==> src/rtl/pic_ctrl_pkg.sv <==
// rtl/pic_ctrl_pkg.sv - shared state encoding and command bytes for the picture controller.
package pic_ctrl_pkg;

  typedef enum logic [2:0] {
    ST_IDLE      = 3'd0,
    ST_LOAD      = 3'd1,
    ST_SEND_RD   = 3'd2,
    ST_SEND_WAIT = 3'd3,
    ST_SEND_TX   = 3'd4,
    ST_CSUM_TX   = 3'd5
  } pic_state_t;

  localparam logic [7:0] CMD_LOAD = 8'h4C;
  localparam logic [7:0] CMD_SEND = 8'h53;

endpackage

==> src/rtl/uart_picture_ctrl.sv <==
// rtl/uart_picture_ctrl.sv - UART byte-stream peer that loads/streams a picture to/from image RAM.
// Optional trailing XOR checksum byte after each load/send is enabled with PIC_CHECKSUM_EN.
module uart_picture_ctrl
  import pic_ctrl_pkg::*;
#(
  parameter int         P_IMG_BYTES = 101376,
  parameter logic [7:0] P_CMD_LOAD  = CMD_LOAD,
  parameter logic [7:0] P_CMD_SEND  = CMD_SEND,
  localparam int        AW          = $clog2(P_IMG_BYTES)
) (
  input  logic          clk,
  input  logic          rst,
  input  logic [7:0]    rx_data,
  input  logic          rx_stb,
  output logic [7:0]    tx_data,
  output logic          tx_stb,
  input  logic          tx_ack,
  output logic [AW-1:0] mem_addr,
  output logic          mem_we,
  output logic [7:0]    mem_wdata,
  input  logic [7:0]    mem_rdata,
  output logic          busy,
  output logic          load_done,
  output logic          send_done
);

  localparam logic [AW-1:0] LAST = AW'(P_IMG_BYTES - 1);

  pic_state_t    state_q, state_d;
  logic [AW-1:0] cnt_q, cnt_d;
  logic [7:0]    tx_data_q, tx_data_d;
  logic          tx_stb_q, tx_stb_d;
  logic [AW-1:0] mem_addr_q, mem_addr_d;
  logic          mem_we_q, mem_we_d;
  logic [7:0]    mem_wdata_q, mem_wdata_d;
  logic          load_done_q, load_done_d;
  logic          send_done_q, send_done_d;
`ifdef PIC_CHECKSUM_EN
  logic [7:0]    csum_q, csum_d;
`endif

  // The UART pulses ack once after reset with nothing offered; only honour ack for a live byte.
  logic ack_v;
  assign ack_v = tx_ack & tx_stb_q;

  always_comb begin
    state_d     = state_q;
    cnt_d       = cnt_q;
    tx_data_d   = tx_data_q;
    tx_stb_d    = tx_stb_q;
    mem_addr_d  = mem_addr_q;
    mem_we_d    = 1'b0;
    mem_wdata_d = mem_wdata_q;
    load_done_d = 1'b0;
    send_done_d = 1'b0;
`ifdef PIC_CHECKSUM_EN
    csum_d      = csum_q;
`endif
    unique case (state_q)
      ST_IDLE: begin
        if (rx_stb && rx_data == P_CMD_LOAD) begin
          state_d = ST_LOAD;
          cnt_d   = '0;
`ifdef PIC_CHECKSUM_EN
          csum_d  = 8'h00;
`endif
        end else if (rx_stb && rx_data == P_CMD_SEND) begin
          // Present address 0 now so read data is ready by the end of SEND_WAIT.
          state_d    = ST_SEND_RD;
          cnt_d      = '0;
          mem_addr_d = '0;
`ifdef PIC_CHECKSUM_EN
          csum_d     = 8'h00;
`endif
        end
      end
      ST_LOAD: begin
        if (rx_stb) begin
          mem_we_d    = 1'b1;
          mem_addr_d  = cnt_q;
          mem_wdata_d = rx_data;
`ifdef PIC_CHECKSUM_EN
          csum_d      = csum_q ^ rx_data;
`endif
          if (cnt_q == LAST) begin
            load_done_d = 1'b1;
`ifdef PIC_CHECKSUM_EN
            state_d   = ST_CSUM_TX;
            tx_data_d = csum_q ^ rx_data;
            tx_stb_d  = 1'b1;
`else
            state_d   = ST_IDLE;
`endif
          end else begin
            cnt_d = cnt_q + AW'(1);
          end
        end
      end
      ST_SEND_RD: begin
        mem_addr_d = cnt_q;
        state_d    = ST_SEND_WAIT;
      end
      ST_SEND_WAIT: begin
        tx_data_d = mem_rdata;
        tx_stb_d  = 1'b1;
        state_d   = ST_SEND_TX;
      end
      ST_SEND_TX: begin
        if (ack_v) begin
          tx_stb_d = 1'b0;
`ifdef PIC_CHECKSUM_EN
          csum_d   = csum_q ^ tx_data_q;
`endif
          if (cnt_q == LAST) begin
            send_done_d = 1'b1;
`ifdef PIC_CHECKSUM_EN
            state_d   = ST_CSUM_TX;
            tx_data_d = csum_q ^ tx_data_q;
            tx_stb_d  = 1'b1;
`else
            state_d   = ST_IDLE;
`endif
          end else begin
            cnt_d      = cnt_q + AW'(1);
            mem_addr_d = cnt_q + AW'(1);
            state_d    = ST_SEND_RD;
          end
        end
      end
`ifdef PIC_CHECKSUM_EN
      ST_CSUM_TX: begin
        if (ack_v) begin
          tx_stb_d = 1'b0;
          state_d  = ST_IDLE;
        end
      end
`endif
      default: state_d = ST_IDLE;
    endcase
  end

  always_ff @(posedge clk or posedge rst) begin
    if (rst) begin
      state_q     <= ST_IDLE;
      cnt_q       <= '0;
      tx_data_q   <= 8'h00;
      tx_stb_q    <= 1'b0;
      mem_addr_q  <= '0;
      mem_we_q    <= 1'b0;
      mem_wdata_q <= 8'h00;
      load_done_q <= 1'b0;
      send_done_q <= 1'b0;
`ifdef PIC_CHECKSUM_EN
      csum_q      <= 8'h00;
`endif
    end else begin
      state_q     <= state_d;
      cnt_q       <= cnt_d;
      tx_data_q   <= tx_data_d;
      tx_stb_q    <= tx_stb_d;
      mem_addr_q  <= mem_addr_d;
      mem_we_q    <= mem_we_d;
      mem_wdata_q <= mem_wdata_d;
      load_done_q <= load_done_d;
      send_done_q <= send_done_d;
`ifdef PIC_CHECKSUM_EN
      csum_q      <= csum_d;
`endif
    end
  end

  assign tx_data   = tx_data_q;
  assign tx_stb    = tx_stb_q;
  assign mem_addr  = mem_addr_q;
  assign mem_we    = mem_we_q;
  assign mem_wdata = mem_wdata_q;
  assign load_done = load_done_q;
  assign send_done = send_done_q;
  assign busy      = (state_q != ST_IDLE);

endmodule

==> config.mk <==
export PLATFORM = sky130hd
export DESIGN_NAME = uart_picture_ctrl
export DESIGN_NICKNAME = d
export VERILOG_FILES = /design/src/rtl/pic_ctrl_pkg.sv /design/src/rtl/uart_picture_ctrl.sv
export SDC_FILE = /design/constraint.sdc
export NUM_CORES = 1
export LEC_CHECK = 0
export ABC_AREA = 1
export BUFFER_PORTS_ARGS = -buffer_cell sky130_fd_sc_hd__buf_2
export CAP_MARGIN = 40
export CORE_MARGIN = 5
export CORE_UTILIZATION = 40
export DETAILED_ROUTE_END_ITERATION = 10
export GPL_ROUTABILITY_DRIVEN = 0
export SLEW_MARGIN = 20
export SYNTH_ARGS = -nofsm -noshare
export SYNTH_HDL_FRONTEND = slang
export SYNTH_SLANG_ARGS = --single-unit
export TNS_END_PERCENT = 20
==> constraint.sdc <==
create_clock -name clk -period 3.5 [get_ports clk]
set_input_delay 0.525 -clock clk [delete_from_list [all_inputs] [get_ports clk]]
set_output_delay 0.525 -clock clk [all_outputs]
set_load 0.03 [all_outputs]
# [Word-level counts from Yosys, hierarchy flattened]
# Index checks and enable logic that the tools add are counted.
[word_totals] output_inout_bits=38 reg_bits=57 elab_cells=64 input_bits=20
[classes] mux=27 eq_ne=14 n_reduce_logical=12 add_sub_neg=1 bitwise=1
[ops] operator="$mux W17" count=9
[ops] operator="$pmux W17 S4" count=1
[ops] operator="$pmux W17 S3" count=1
[ops] operator="$add A17 B1 Y17 const B" count=1
[ops] operator="$eq A17 B17 Y1 const B" count=1
[ops] operator="$eq A8 B7 Y1 const B" count=2
[ops] operator="$mux W3" count=5
[ops] operator="$pmux W3 S5" count=1
[ops] operator="$ne A2 B2 Y1 const B" count=6
[ops] operator="$mux W1" count=8
[ops] operator="$reduce_and A4 Y1" count=2
[ops] operator="$eq A3 B2 Y1 const B" count=2
[ops] operator="$reduce_and A6 Y1" count=1
[ops] operator="$reduce_bool A3 Y1" count=2
[ops] operator="$reduce_and A2 Y1" count=2
[ops] operator="$reduce_bool A4 Y1" count=1
[ops] operator="$eq A3 B1 Y1 const B" count=1
[ops] operator="$eq A3 B3 Y1 const B" count=1
[ops] operator="$logic_not A3 Y1" count=1
[ops] operator="$ne A3 B3 Y1 const B" count=1
[ops] operator="$logic_and A1 B1 Y1" count=2
[ops] operator="$mux W2" count=1
[ops] operator="$pmux W1 S2" count=1
[ops] operator="$reduce_bool A2 Y1" count=1
[ops] operator="$and A1 B1 Y1" count=1

# [Logic depth before layout (Yosys ltp)]
# Gate-level depths: netlist of run 1.
[logic_depth] word_depth=5 ltp_mapped=12 depth_no_buf=11

# [Worst setup path after synthesis of run 1]
# OpenSTA, ideal clock, no wires.
[synth_path] kind="register -> register" from="register cnt_q[0]" to="register mem_addr_q[0], in the netlist mem_addr[0]" required_ps=3383 setup_ps=117 period_less_slack_ps=1592 n_path_buf=1 path_stages_with_launch=12 t_arrival_ps=1476 path_slack_ps=1908 path_cell_list="dfrtp_1 -> ha_1 -> nand2_1 -> nor2_1 -> nand2_2 -> nor2_4 -> nand3_2 -> nand3_4 -> inv_4 -> buf_6 -> nand2_1 -> nand2_1"
[synth_via] elab_chain_cells=4 elab_cells_between_ends=8 classes_between="add/sub: 1; eq/ne: 2; mux: 4; reduce/logical: 1"
[synth_rtl] item="start: declaration" line="uart_picture_ctrl.sv:30" rtl="logic [AW-1:0] cnt_q, cnt_d;"
[synth_rtl] item="start signal: assignment" line="uart_picture_ctrl.sv:158" rtl="cnt_q <= cnt_d;"
[synth_rtl] item="$add A17 B1 Y17" line="uart_picture_ctrl.sv:125" rtl="mem_addr_d = cnt_q + AW'(1);"
[synth_rtl] item="$mux W17" line="uart_picture_ctrl.sv:114" rtl="if (cnt_q == LAST) begin"
[synth_rtl] item="$mux W17" line="uart_picture_ctrl.sv:109" rtl="if (ack_v) begin"
[synth_rtl] item="$pmux W17 S4" line="uart_picture_ctrl.sv:59" rtl="unique case (state_q)"
[synth_rtl] item="end signal: assignment" line="uart_picture_ctrl.sv:161" rtl="mem_addr_q <= mem_addr_d;"
[synth_rtl] item="end: declaration" line="uart_picture_ctrl.sv:33" rtl="logic [AW-1:0] mem_addr_q, mem_addr_d;"
# Parallel ways exist; a longest one is shown, timed or not. The select of a mux whose other input is x is not followed.
# A chain may end at the register's enable or synchronous reset.

# [Worst setup path after layout of run 1]
[layout_path] from="register state_q[1]" to="output busy"
[layout_via] elab_chain_cells=1
[layout_rtl] item="start: declaration" line="uart_picture_ctrl.sv:29" rtl="pic_state_t state_q, state_d;"
[layout_rtl] item="start signal: assignment" line="uart_picture_ctrl.sv:157" rtl="state_q <= state_d;"
[layout_rtl] item="$reduce_bool A3 Y1" line="uart_picture_ctrl.sv:179" rtl="assign busy = (state_q != ST_IDLE);"
[layout_rtl] item="end: declaration" line="uart_picture_ctrl.sv:22" rtl="output logic busy,"
# Every way passes these cells.

==> results list, run 1 <==
- Per report_power, the combinational group accounts for 42.4% of the total.
* Synthesis-stage register bit count: 57
- For this configuration, the core starts out at a cell density of 40.5%.
- After routing the design area is 3640 sq um.
- Fraction of the mapped netlist area in compound gates: 4.16%
- When the netlist entered floorplanning its net count stood at 445.
- Dividing total power by cell area gives a power density of 702 nW/um^2.
- Sequential element share of the synthesized area: 46.1%
* Initial antenna violation count: 0
- Final setup skew: 0.00557 ns
- The clock passes through at most 2 buffers.
* Global-route usage over all layers: 16.3%
* Latest clock arrival within the worst-skew pair: 0.34 ns
- In the routed design, unresolved DRC markers number 0.
* Area leader, netlist: sky130_fd_sc_hd__dfrtp_1
- Number of buffers inserted to repair setup after CTS: 0
- Crit path launch type: register
- Of the total synthesized cell area, the portion taken by AND, OR, NAND and NOR gates is 37.7%.
- The critical path is of the register to primary output type.
* Antenna Cells: 0
- In the finished design, the share of the clock period the worst path needs comes to 56.5%.
* Post-DP Area: 3450 sq um
- IR analysis of the VDD net gives a maximum drop of 0.303 mV.
- Arithmetic-cell share of the synthesized area counting full adders, half adders and majority gates: 0.404%
- Core box area: 7650 sq um
* Number of H-tree levels: 3
- Relative to the synthesized area, the layout overhead comes to 17.7%.
* Max-Cap Viols: 0
- The synthesized netlist occupies a cell area of 3100 sq um.
- Net switching share of the total power: 44.9%
* TritonCTS clock tree: built
- Count of distinct cell types in the synthesized netlist: 28
- Number of iterations in the first detailed-routing pass: 4
- Floorplan die width: 98.0 um
- After detailed routing, the number of vias per cell comes to 4.71.
* Total of cells resized after clock tree synthesis: 0
- Outcome: finished clean
* Classification of the worst-slack hold path: input port to asynchronous set/reset pin
- Internal: 1.41 mW
- The die is 98.0 um tall.
- The number of global-route vias before repair came to 2737.
- Final setup violation count: 0
- The hold violation total from the final report came to 0.
- Clock-pin slew of the registers on the worst-case setup and hold paths: 0.07 ns
* Fraction of layout instances using a drive strength above 1: 20.7%
- Overall via count from detail_route: 2775
- Measured against the total synthesized area, the mux share comes to 2.91%.
- Ranked by total cell area, the synthesized netlist is headed by sky130_fd_sc_hd__dfrtp_1 (46%), sky130_fd_sc_hd__nand2_1 (24%), sky130_fd_sc_hd__nor2_1 (5.0%), sky130_fd_sc_hd__inv_1 (4.1%), sky130_fd_sc_hd__nand3_1 (2.9%).
- The first global-routing pass estimated 12700 um of wire.
* Parity-gate share of the synthesized area counting xor and xnor cells: 1.70%
* Max-slew headroom: 50.9%
- Overall power consumption after layout is estimated at 2.56 mW.
* TNS Setup: 0 ns
* # nets final: 503
* Clock group share of total power: 23.9%
- The total count of max-transition violations in the final report came to 0.
* Post-CTS Hold Fix Bufs: 0
- Count of cells along the worst register-to-register path: 9
* Die ar.: 9600 sq um
- The total overflow left after global routing is 0.
- For this design the static power due to leakage is 1.99 nW.
* Worst-Margin Slew: 0.736 ns
- Dividing the detail-routed wire length by the instance count gives 12.5 um.
- Maximum fanout along the worst path: 5
- Clock tree root buffer cell: sky130_fd_sc_hd__clkbuf_8
- Timing would allow up to 0.506 GHz.
* Fin crit period: 1.98 ns
- Setup repair after global routing left no endpoint under its margin.
- Count of synthesis-stage warnings from yosys: 0
- Sw power: 1.15 mW
- The clock net in this run drives a total of 57 sinks.
- Type of element capturing the critical path: primary output
- Synth top area share: 46.1%
* Count of nets left with antenna violations after detail routing: 0
- Boundary Pins: 58
- Maximum number of pins on one net before global-route repair: 35
- CTS Buf Count: 9
- Wires add up to 7340 um.
* CP Data Required Time: 2.97 ns
- The detailed router finished its first iteration with 129 violations.
- The cell count after synthesis came out at 424.
* Proportion of power drawn by flip-flops and latches: 33.7%
- DPL Wire Length: 5340 um
- Mean Syn Cell Area: 7.30 sq um
- At the worst endpoint, the arrival time is 1.45 ns.
- Dominant combinational cell family by area after synthesis: simple AND/OR/NAND/NOR gates
- Input and output buffers added on the ports amount to 57.
* Number of placement rows: 32
==> sequential cells by signal, summed over array words and instances, names as in the netlist <==
| name | flops |
|---|---|
| state_q | 3 |
| send_done | 1 |
| mem_we | 1 |
| cnt_q | 17 |
| tx_stb | 1 |
| mem_addr | 17 |
| mem_wdata | 8 |
| tx_data | 8 |
| load_done | 1 |
==> critical path: stages (launching register included) <==
cell                      delay [ns]
sky130_fd_sc_hd__dfrtp_1        0.40
sky130_fd_sc_hd__nor2_2         0.20
sky130_fd_sc_hd__inv_1          0.09
sky130_fd_sc_hd__nor2_2         0.18
sky130_fd_sc_hd__inv_1          0.06
sky130_fd_sc_hd__buf_2          0.18
==> area by class of cell <==
| class | count | area (sq um) |
|---|---|---|
| sequential | 57 | 1430 |
| tap | 102 | 128 |
| multi-input combinational | 317 | 1450 |
| fill | 783 | 4000 |
| timing repair buffer | 58 | 293 |
| clock buffer | 11 | 141 |
| clock inverter | 5 | 55.1 |
| inverter | 39 | 149 |
==> cell families after synthesis <==
family,count (synthesis)
AOI/OAI and AO/OA,24
buffers and inverters,50
and+or+nand+nor,278
adders and majority gates,1
xor gates and xnor gates,6
muxes,8
DFF,57
==> cell usage after synthesis <==
master,instances
sky130_fd_sc_hd__clkbuf_1,5
sky130_fd_sc_hd__nor2_4,2
sky130_fd_sc_hd__inv_1,34
sky130_fd_sc_hd__inv_4,1
sky130_fd_sc_hd__nor2_1,41
sky130_fd_sc_hd__nand3_2,1
sky130_fd_sc_hd__buf_4,1
sky130_fd_sc_hd__dfrtp_1,57
sky130_fd_sc_hd__buf_6,3
sky130_fd_sc_hd__buf_2,2
sky130_fd_sc_hd__ha_1,1
sky130_fd_sc_hd__nand2_4,3
sky130_fd_sc_hd__nor2_2,4
sky130_fd_sc_hd__nand3_4,1
sky130_fd_sc_hd__o21ai_0,16
sky130_fd_sc_hd__inv_2,4
sky130_fd_sc_hd__o22ai_1,3
sky130_fd_sc_hd__mux2_2,8
sky130_fd_sc_hd__nand4_2,1
sky130_fd_sc_hd__and2_1,2
sky130_fd_sc_hd__nand4_1,6
sky130_fd_sc_hd__xor2_1,6
sky130_fd_sc_hd__nand2_1,197
sky130_fd_sc_hd__nand2_2,2
sky130_fd_sc_hd__o21bai_1,1
sky130_fd_sc_hd__a22oi_1,1
sky130_fd_sc_hd__nand3_1,18
sky130_fd_sc_hd__a21oi_1,3
==> layer usage <==
layer / GRT usage [%] / part of all wire [%] / vias up
li1: - / - / 1428
met1: 21.4 / 47 / 1281
met2: 26.1 / 46 / 57
met3: 3.00 / 5.1 / 9
met4: 7.45 / 1.4 / 0
met5: 0 / 0 / -
==> layout by cell type, fill, tap and decap left out, drive strengths merged <==
cell / Yosys / layout
nor2: 47 / 47
xor2: 6 / 6
clkinv: 0 / 2
inv: 39 / 39
dfrtp: 57 / 57
a22oi: 1 / 1
buf: 6 / 58
ha: 1 / 1
clkinvlp: 0 / 2
and2: 2 / 2
clkbuf: 5 / 11
nand4: 7 / 7
o22ai: 3 / 3
a21oi: 3 / 3
bufinv: 0 / 1
mux2: 8 / 8
o21bai: 1 / 1
o21ai: 16 / 16
nand3: 20 / 20
nand2: 202 / 202
==> power by group through the flow <==
stage	sequential (mW)	clock [mW]	combinational, mW
floorplan	1.08	0	0.655
CTS	0.864	0.627	1.10
finish	0.862	0.613	1.08
global route	0.880	0.649	1.19
detailed placement	0.876	0	1.10
global placement	0.873	0	1.09
==> path summary, 6_finish.rpt <==
| check | from | end | slack (ns) |
|---|---|---|---|
| max in group asynchronous | rst | cnt_q[13] | 2.39 |
| worst min register to register | mem_wdata[0] | mem_wdata[0] | 0.48 |
| worst max-delay path | state_q[1] | busy | 1.52 |
| worst min-delay path | rst | mem_wdata[5] | 0.31 |
| worst max register to register | cnt_q[0] | cnt_q[15] | 1.59 |
| min in group clk | mem_rdata[7] | tx_data[7] | 0.42 |
==> per-stage QoR <==
| step | hold slack [ns] | util, % | instances | setup slack [ns] |
|---|---|---|---|---|
| final | 0.311 | 47.6 | 589 | 1.52 |
| after global routing | 0.388 | 47.6 | 589 | 1.38 |
| after CTS | 0.329 | 47.6 | 589 | 1.49 |
| after detailed placement | 0.467 | 45.1 | 573 | 1.53 |
| after global placement | 0.462 | 45.1 | 573 | 1.54 |
| after floorplan | 0.484 | - | 424 | 1.58 |
No activity file was read; power rests on OpenSTA's default activity.
==> run 2: changes to the inputs <==
==> constraint.sdc (replaced) <==
create_clock -name clk -period 1.8 [get_ports clk]
set_input_delay 0.27 -clock clk [delete_from_list [all_inputs] [get_ports clk]]
set_output_delay 0.27 -clock clk [all_outputs]
set_load 0.03 [all_outputs]
==> run 2 against run 1 <==
Worst hold slack got worse by 0.15 ns; final cell count rose by 3.1%; combinational power grew 130%; clock skew is 0.0036 ns higher; highest routed layer unchanged.
==> results list, run 2 (synthesized netlist as in run 1, its figures left out) <==
* Outcome: finished clean
- Max-cap violations in this run came to 0.
- Commonest non-fill, non-tap cell in the layout: sky130_fd_sc_hd__nand2_1
- Type of element capturing the critical path: register
- Number of iterations in the first detailed-routing pass: 4
* Latest clock arrival within the worst-skew pair: 0.34 ns
- Detail-routed net length per standard cell: 13.1 um
- For this design the ratio of total power to cell area is 1450 nW/um^2.
- The number of global-route vias before repair was 2832.
* DPL Wire Length: 5640 um
- The floorplan has 32 rows.
- Leaving out filler cells and counting taps, the final layout contains 607.
* Initial core utilization: 40.5%
- Clock tree synthesis selected as its root buffer the cell sky130_fd_sc_hd__clkbuf_8.
- The initial antenna violation count is 0.
* DRC violation count after routing: 0
- Core box area: 7650 sq um
* CTS Buf Count: 9
- Final Cycle Share: 95.1%
* Global-route wire length before repair: 13600 um
- Worst Path Arrival: 1.93 ns
- Clock sink count: 57
- Fin crit period: 1.71 ns
- After detailed routing, the number of vias per cell comes to 4.67.
- At the pin with the least slew margin, the transition time is 0.561 ns.
- Top library cells by usage in the layout, fill and taps aside: sky130_fd_sc_hd__nand2_1 (197), sky130_fd_sc_hd__dfrtp_1 (57), sky130_fd_sc_hd__buf_2 (57), sky130_fd_sc_hd__nor2_1 (39), sky130_fd_sc_hd__inv_1 (33)
- 0 antenna diodes ended up in the layout.
- The floorplan step defined a die boundary enclosing 9600 sq um.
* Overall overflow remaining after global route: 0
- Maximum fanout along the worst path: 17
- Unrepaired setup endpoints after global routing: true
- Number of H-tree levels: 3
- Maximum number of pins on one net before global-route repair: 24
- Boundary Pins: 58
* Max-slew headroom: 62.6%
- The total count of max-transition violations in the final report is 0.
- Clock-pin slew was measured on the worst setup and hold paths at 0.06 ns.
- The hold violation total from the final report came to 0.
* Vert. Die Dim: 98.0 um
* Final setup violation count: 0
- From synthesis to final layout, the design area changed by 25.3%.
- Floorplan die width: 98.0 um
- The routed design has 7970 um of wire.
* Drt initial violations: 140
- Worst Path Class, Setup: register to register
- The number of placed instances, taps included, is 587.
* Fmax achieved: 0.584 GHz
- The count of nets left with antenna violations once routing finished came out at 0.
- STA puts the critical path data required time at 2.02 ns.
- The routed layout has 2837 vias.
- Placement-stage worst setup slack: 0.0868 ns
- TritonCTS built the clock tree.
- Global routing consumed, over all layers together, 17.6% of the routing resources.
- # nets final: 522
* Final worst-path setup slack: 0.0885 ns
- Classification of the worst-slack hold path: input port to register
- IR analysis of the VDD net gives a maximum drop of 0.648 mV.
* PortBufs: 57
* Fraction of layout instances using a drive strength above 1: 24.0%
* Deepest clock path buffer count: 2
- Crit path launch type: register
- Lkg Pwr: 2.12 nW
- Final setup skew: 0.00912 ns
-- run 2: changes by cell type in the layout (fill, tap and decap cells not counted), moves of 2 or more --
cell,delta
sky130_fd_sc_hd__clkinv_2,-2
sky130_fd_sc_hd__buf_4,+15
sky130_fd_sc_hd__nor2_1,-2
sky130_fd_sc_hd__buf_12,+3
sky130_fd_sc_hd__clkinvlp_4,-2
sky130_fd_sc_hd__clkbuf_8,+2
sky130_fd_sc_hd__nor2_4,+3
-- run 2: area by class of cell --
type,instances,area [sq um]
Inverter,39,149
Fill cell,753,3770
Sequential cell,57,1430
Multi-Input combinational cell,317,1470
Clock buffer,13,169
Clock inverter,2,60.1
Timing Repair Buffer,77,475
Tap cell,102,128
-- run 2: per-layer routing --
| layer | vias to the layer above | GRT usage [%] | share of wire [%] |
|---|---|---|---|
| met3 | 16 | 3.86 | 4.4 |
| met2 | 50 | 27.9 | 47 |
| li1 | 1455 | - | - |
| met5 | - | 0 | 0 |
| met4 | 0 | 7.77 | 2.5 |
| met1 | 1316 | 23.0 | 46 |
-- run 2: path summary, 6_finish.rpt --
kind / from / end / slack, ns / depth (start not counted)
worst max-delay path: cnt_q[1] / cnt_q[9] / 0.09 / 9
worst min-delay path: mem_rdata[5] / tx_data[5] / 0.16 / 2
worst max register to register: cnt_q[1] / cnt_q[9] / 0.09 / 9
worst min register to register: mem_wdata[0] / mem_wdata[0] / 0.47 / 2
max in group asynchronous: rst / mem_addr[1] / 0.62 / 4
min in group asynchronous: rst / mem_addr[14] / 0.49 / 3
-- run 2: what timing repair did --
action | in CTS | in global routing
hold buffers | 1 | 0
gates resized for setup | 0 | 6
endpoints found under the hold margin | 18 | 0
setup buffers | 0 | 4
setup endpoints to repair | 0 | 34
-- run 2: report_power, final --
part	total [mW]	internal, mW	switching, mW
Sequential	1.68	1.53	0.149
Combinational	2.53	0.838	1.70
Clock	1.40	0.886	0.517
-- run 2: critical path: stages, from the launching register on --
cell                      delay [ns]
sky130_fd_sc_hd__dfrtp_1        0.38
sky130_fd_sc_hd__ha_2           0.21
sky130_fd_sc_hd__nand3_1        0.19
sky130_fd_sc_hd__nor2_1         0.24
sky130_fd_sc_hd__nand4_1        0.12
sky130_fd_sc_hd__nand2_1        0.13
sky130_fd_sc_hd__nor2_4         0.05
sky130_fd_sc_hd__buf_12         0.14
sky130_fd_sc_hd__nand2_1        0.06
sky130_fd_sc_hd__nand2_1        0.07
-- run 2: metrics by stage --
stage | utilization [%] | TNS (ns) | power [mW] | area (sq um) | hold slack, ns
floorplan | - | 0 | 3.38 | 3100 | 0.387
global placement | 46.9 | 0 | 4.13 | 3590 | 0.315
detailed placement | 46.9 | 0 | 4.16 | 3590 | 0.316
CTS | 50.1 | 0 | 5.59 | 3830 | 0.145
global route | 50.8 | -0.0879 | 5.96 | 3880 | 0.158
finish | 50.8 | 0 | 5.62 | 3880 | 0.157
